`src/rtl/cpu_control_fsm.sv`:
```
// cpu_control_fsm: multi-cycle fetch/decode/execute/memory/writeback sequencer
// for the 16-bit CPU. Strobes are decoded from the registered state, qualified
// by the handshake inputs where a same-cycle response is needed (ir_load, the
// store-completion pc_inc, the skipped-instruction pc_inc).
// Optional feature macro: CTRL_PERF_CNT_EN adds retired/skipped counters.
module cpu_control_fsm #(
    parameter logic [3:0]  OP_LOAD  = 4'b1101,
    parameter logic [3:0]  OP_STORE = 4'b1110,
    parameter logic [3:0]  OP_HALT  = 4'b1111,
    parameter int unsigned TIMEOUT  = 15
) (
    input  logic       clk,
    input  logic       rst_n,
    input  logic       run,
    input  logic [3:0] opcode,
    input  logic       cc_success,
    output logic       imem_req,
    input  logic       imem_ack,
    output logic       ir_load,
    output logic       dmem_req,
    output logic       dmem_we,
    input  logic       dmem_ack,
    output logic       flags_we,
    output logic       rf_we,
    output logic       rf_wsel,
    output logic       pc_inc,
    output logic       halted,
    output logic       err,
    output logic [2:0] state
`ifdef CTRL_PERF_CNT_EN
    ,
    output logic [15:0] retired_cnt,
    output logic [15:0] skipped_cnt
`endif
);

    localparam int unsigned CNT_W = 8;
    localparam logic [CNT_W-1:0] TO_LAST = CNT_W'(TIMEOUT - 1);

    typedef enum logic [2:0] {
        S_IDLE   = 3'd0,
        S_FETCH  = 3'd1,
        S_DECODE = 3'd2,
        S_EXEC   = 3'd3,
        S_MEM    = 3'd4,
        S_WB     = 3'd5,
        S_HALT   = 3'd6
    } state_e;

    state_e             state_q, state_d;
    logic [CNT_W-1:0]   cnt_q, cnt_d;
    logic               err_q, err_d;

    logic               is_load_c;
    logic               is_store_c;

    assign is_load_c  = (opcode == OP_LOAD);
    assign is_store_c = (opcode == OP_STORE);

    // State, wait counter and error flag registers
    always_ff @(posedge clk or negedge rst_n) begin
        if (!rst_n) begin
            state_q <= S_IDLE;
            cnt_q   <= '0;
            err_q   <= 1'b0;
        end else begin
            state_q <= state_d;
            cnt_q   <= cnt_d;
            err_q   <= err_d;
        end
    end

    // Next-state, wait-counter and error-flag logic
    always_comb begin
        state_d = state_q;
        cnt_d   = cnt_q;
        err_d   = err_q;
        unique case (state_q)
            S_IDLE: begin
                if (run) begin
                    state_d = S_FETCH;
                    cnt_d   = '0;
                end
            end
            S_FETCH: begin
                // An ack on the final wait cycle still wins over the timeout
                if (imem_ack) begin
                    state_d = S_DECODE;
                end else if (cnt_q == TO_LAST) begin
                    state_d = S_HALT;
                    err_d   = 1'b1;
                end else begin
                    cnt_d = cnt_q + CNT_W'(1);
                end
            end
            S_DECODE: begin
                if (!cc_success) begin
                    state_d = S_FETCH;
                    cnt_d   = '0;
                end else if (opcode == OP_HALT) begin
                    state_d = S_HALT;
                end else if (is_load_c || is_store_c) begin
                    state_d = S_MEM;
                    cnt_d   = '0;
                end else begin
                    state_d = S_EXEC;
                end
            end
            S_EXEC: begin
                state_d = S_WB;
            end
            S_MEM: begin
                if (dmem_ack) begin
                    if (is_store_c) begin
                        state_d = S_FETCH;
                        cnt_d   = '0;
                    end else begin
                        state_d = S_WB;
                    end
                end else if (cnt_q == TO_LAST) begin
                    state_d = S_HALT;
                    err_d   = 1'b1;
                end else begin
                    cnt_d = cnt_q + CNT_W'(1);
                end
            end
            S_WB: begin
                state_d = S_FETCH;
                cnt_d   = '0;
            end
            S_HALT: begin
                if (!run) begin
                    state_d = S_IDLE;
                    err_d   = 1'b0;
                end
            end
            default: begin
                state_d = S_IDLE;
                cnt_d   = '0;
                err_d   = 1'b0;
            end
        endcase
    end

    // Strobe decode from the registered state plus same-cycle handshakes
    always_comb begin
        imem_req = 1'b0;
        ir_load  = 1'b0;
        dmem_req = 1'b0;
        dmem_we  = 1'b0;
        flags_we = 1'b0;
        rf_we    = 1'b0;
        rf_wsel  = 1'b0;
        pc_inc   = 1'b0;
        halted   = 1'b0;
        unique case (state_q)
            S_FETCH: begin
                imem_req = 1'b1;
                ir_load  = imem_ack;
            end
            S_DECODE: begin
                pc_inc = ~cc_success;
            end
            S_EXEC: begin
                flags_we = 1'b1;
            end
            S_MEM: begin
                dmem_req = 1'b1;
                dmem_we  = is_store_c;
                pc_inc   = is_store_c & dmem_ack;
            end
            S_WB: begin
                rf_we   = 1'b1;
                rf_wsel = is_load_c;
                pc_inc  = 1'b1;
            end
            S_HALT: begin
                halted = 1'b1;
            end
            default: begin
            end
        endcase
    end

    assign err   = err_q;
    assign state = state_q;

`ifdef CTRL_PERF_CNT_EN
    logic [15:0] retired_q;
    logic [15:0] skipped_q;
    logic        retire_c;
    logic        skip_c;

    assign retire_c = (state_q == S_WB) ||
                      ((state_q == S_MEM) && dmem_ack && is_store_c);
    assign skip_c   = (state_q == S_DECODE) && !cc_success;

    // Retired/skipped instruction counters; wrap naturally, idle in HALT
    always_ff @(posedge clk or negedge rst_n) begin
        if (!rst_n) begin
            retired_q <= '0;
            skipped_q <= '0;
        end else begin
            if (retire_c) begin
                retired_q <= retired_q + 16'd1;
            end
            if (skip_c) begin
                skipped_q <= skipped_q + 16'd1;
            end
        end
    end

    assign retired_cnt = retired_q;
    assign skipped_cnt = skipped_q;
`endif

endmodule

```
`config.mk`:
```
export PLATFORM = sky130hd
export DESIGN_NAME = cpu_control_fsm
export DESIGN_NICKNAME = d
export VERILOG_FILES = /design/src/rtl/cpu_control_fsm.sv
export SDC_FILE = /design/constraint.sdc
export NUM_CORES = 1
export LEC_CHECK = 0
export BUFFER_PORTS_ARGS = -buffer_cell sky130_fd_sc_hd__buf_2
export CAP_MARGIN = 20
export CORE_MARGIN = 2
export CORE_UTILIZATION = 52
export DETAILED_ROUTE_END_ITERATION = 12
export PLACE_DENSITY = 0.77
export SYNTH_ARGS = -nofsm -noshare
export SYNTH_HDL_FRONTEND = slang
export SYNTH_SLANG_ARGS = --single-unit
```
`constraint.sdc`:
```
create_clock -name clk -period 2.31 [get_ports clk]
set_input_delay 0.1155 -clock clk [delete_from_list [all_inputs] [get_ports clk]]
set_output_delay 0.1155 -clock clk [all_outputs]
set_load 0.005 [all_outputs]
```
==> results by group <==
Die
  – Core area: 1710 um2
  – Die width: 46.3 um
  – Initial Util: 54.4%
  – Total die area: 2140 um2
  – Io pins: 23
  – Std-Cell Rows: 15
  – Die H: 46.3 um

CTS
  – Postcts setup bufs: 0
  – CTS HTree Levels: 1
  – # clock sinks: 12
  – CTS root buf: clkbuf_4
  – TritonCTS clock tree: done
  – CTS Buffer Depth: 2
  – CTS Buf Count: 3
  – Post_cts resized: 0
  – Clk slew on worst S/H paths: 0.07 ns
  – Worst-Skew Late Latency: 0.27 ns
  – Hold-fix buffers at CTS: 1

Critical path
  – Setup CP Type: reg2reg
  – Delay-heaviest family, CP: compound AO/OA/AOI/OAI gates
  – R2r setup slk: 0.19 ns
  – Reg2Reg Depth: 5
  – Setup crit end kind: flip-flop
  – WP buf/inv: 0
  – Critical Path Fanout Max: 18
  – R2R Path End: cnt_q[6]
  – Worst EP arrival: 2.29 ns
  – Cells along the critical path: nor2b_1, a222oi_1, o21ai_1, or3_4, o41ai_2
  – Max stage delay on crit path: 0.64 ns
  – CP startpoint kind: flip-flop
  – CP max stage cell: dfrtp_1
  – Worst Path Required: 2.48 ns
  – Reg-to-reg startpoint: state[2]

Synthesis
  – EDFF count, synth: 0
  – Multiplexer area fraction after synthesis: 1.21%
  – Post-Synth Adder-Cell Area: 2.70%
  – Netlist cell types: 39
  – Main combinational cell family by area after synthesis: simple AND/OR/NAND/NOR gates
  – Syn Area/Cell: 8.14 um2
  – Post-synthesis compound-gate area fraction: 25.9%
  – Sequential fraction of the synthesis area: 32.3%
  – Yosys warnings: 0
  – Synth Area in Simple Gates: 31.4%
  – XOR/XNOR Fraction of Synth Area: 0.943%
  – Mapped Cells: 114
  – Synthesized flop and latch total: 12
  – Top FF cell, synth: dfrtp_1
  – Fraction of registers with async set/reset: 100%
  – Synthesized area: 928 um2
  – Synth Net Count: 126

Place
  – Place WS: 0.256 ns
  – Post-DP HPWL: 1590 um
  – Port Buf Inserts: 22
  – Gpl congestion: 0.797

GRT
  – First-pass GRT wire length: 3490 um
  – Total grt overflow: 0
  – Largest net degree at the start of global routing: 19
  – Vias in the first global route: 849
  – GR Util All Layers: 22.4%
  – Initial antenna violation count: 0

STA
  – Period utilization: 91.8%
  – Fin Setup TNS: 0 ns
  – RSZ-0062 raised after global routing: false
  – Clock Skew: 0.00158 ns
  – Max-slew headroom: 52.1%
  – Tmin final: 2.12 ns
  – Final Hold Vio Count: 0
  – Max Fclk: 472 MHz
  – Max-slew violations: 0
  – Tightest Pin Transition: 0.718 ns
  – Final setup viols: 0
  – Post-route worst setup slack: 0.189 ns

Final layout
  – Area Overhead vs Synth: 18.7%
  – Final #Nets: 150
  – Reg area: 300 um2
  – Commonest cells after routing, fill and taps aside: 22 x buf_2, 14 x o21ai_0, 12 x nor2_1, 12 x dfrtp_1, 8 x a21oi_1
  – N_diodes: 0
  – Layout cells sized above 1: 24.8%
  – Fill cells: 156
  – Area of the multi-input gates: 577 um2
  – Most common cell after layout, fill and taps aside: buf_2

Flow run
  – Number of max-cap violations: 0

Pwr
  – Reg power frac: 30.7%
  – Internal power: 0.000614 W
  – Comb power frac: 54.3%
  – Clock power share: 15.0%
  – Pwr per Cell Area: 987 nW/um2
  – Switching Power: 0.000474 W
  – Leak: 0.513 nW
  – Worst vdd ir: 0.519 mV
  – Sw Share: 43.6%

Route
  – DRC viols: 0
  – Wirelength per Cell: 13.3 um
  – DRT antenna net count: 0
  – DR pass1 iterations: 5
  – Vias/cell: 5.65
  – DR vias: 916
  – Starting DRT DRC Count: 15
  – Total Wirelength: 2160 um

Min path
  – Worst hold endpoint: state[1]
  – Hold Startpoint: run
  – Hold WC Path Type: in2reg
  – WHS Path Cells: 3

Run status
  – Status: completed
layer usage:
| layer | GRT usage, % | routed length, um | up-vias |
|---|---|---|---|
| met5 | 0 | 0 | - |
| met4 | 4.57 | 2 | 0 |
| met3 | 7.45 | 113 | 2 |
| met2 | 34.7 | 989 | 25 |
| met1 | 30.4 | 1050 | 420 |
| li1 | - | - | 469 |
area by class of cell:
class	instances	area share, %
Timing Repair Buffer	26	12.9
Inverter	4	1.36
Tap cell	25	2.84
Clock buffer	4	3.29
Sequential cell	12	27.2
Multi-Input combinational cell	91	52.3
cells by family (layout without fill, tap and decap cells):
group,after synthesis,in the layout
and+or+nand+nor,49,49
AOI/OAI and AO/OA,38,38
DFF,12,12
buffers and inverters,11,34
adders and majority gates,2,2
xor gates and xnor gates,1,1
muxes,1,1
synthesized netlist by cell type (3+ instances only):
library cell | count | area (um2)
a21oi_1 | 8 | 40.0
and2_1 | 4 | 25.0
clkbuf_1 | 4 | 15.0
dfrtp_1 | 12 | 300
inv_1 | 4 | 15.0
nand2_1 | 6 | 22.5
nand3_1 | 3 | 15.0
nor2_1 | 12 | 45.0
nor3b_1 | 7 | 52.6
o21ai_0 | 14 | 70.1
o31ai_1 | 4 | 30.0
worst min-delay path, cell delays in order:
cell	delay, ns
buf_2	0.12
a21oi_1	0.06
o21ai_0	0.06
through the flow:
stage               hold WS, ns  instance area [um2]  instances  power, W  utilization, %
floorplan                -0.180                  928        114  0.000745               -
global placement       0.000996                 1060        157  0.000896            61.8
detailed placement      0.00344                 1060        157  0.000919            61.8
CTS                       0.120                 1100        162   0.00109            64.5
global route              0.138                 1100        162   0.00119            64.5
finish                    0.120                 1100        162   0.00109            64.5
how the worst max path moves through the flow:
stage	start	endpoint	slack, ns	cells after the start
2_1_floorplan	state[2]	cnt_q[6]	0.49	5
3_3_place_gp	state[2]	cnt_q[6]	0.34	5
3_5_place_dp	state[2]	cnt_q[5]	0.26	5
4_1_cts	state[2]	cnt_q[5]	0.24	5
5_1_grt	state[2]	cnt_q[5]	0.12	5
6_report	state[2]	cnt_q[6]	0.19	5
power by group through the flow:
stage                     Combinational [W]  Sequential (W)  Clock (W)
after global routing               0.000662        0.000345   0.000180
after detailed placement           0.000583        0.000336          0
after global placement             0.000564        0.000333          0
after floorplan                    0.000447        0.000298          0
after CTS                          0.000588        0.000332   0.000168
final                              0.000591        0.000334   0.000163
flip-flops by register name, summed over array words and instances, names as in the netlist:
register  count
cnt_q         8
state         3
err           1
Note: power is estimated with default switching activity, not from simulation.
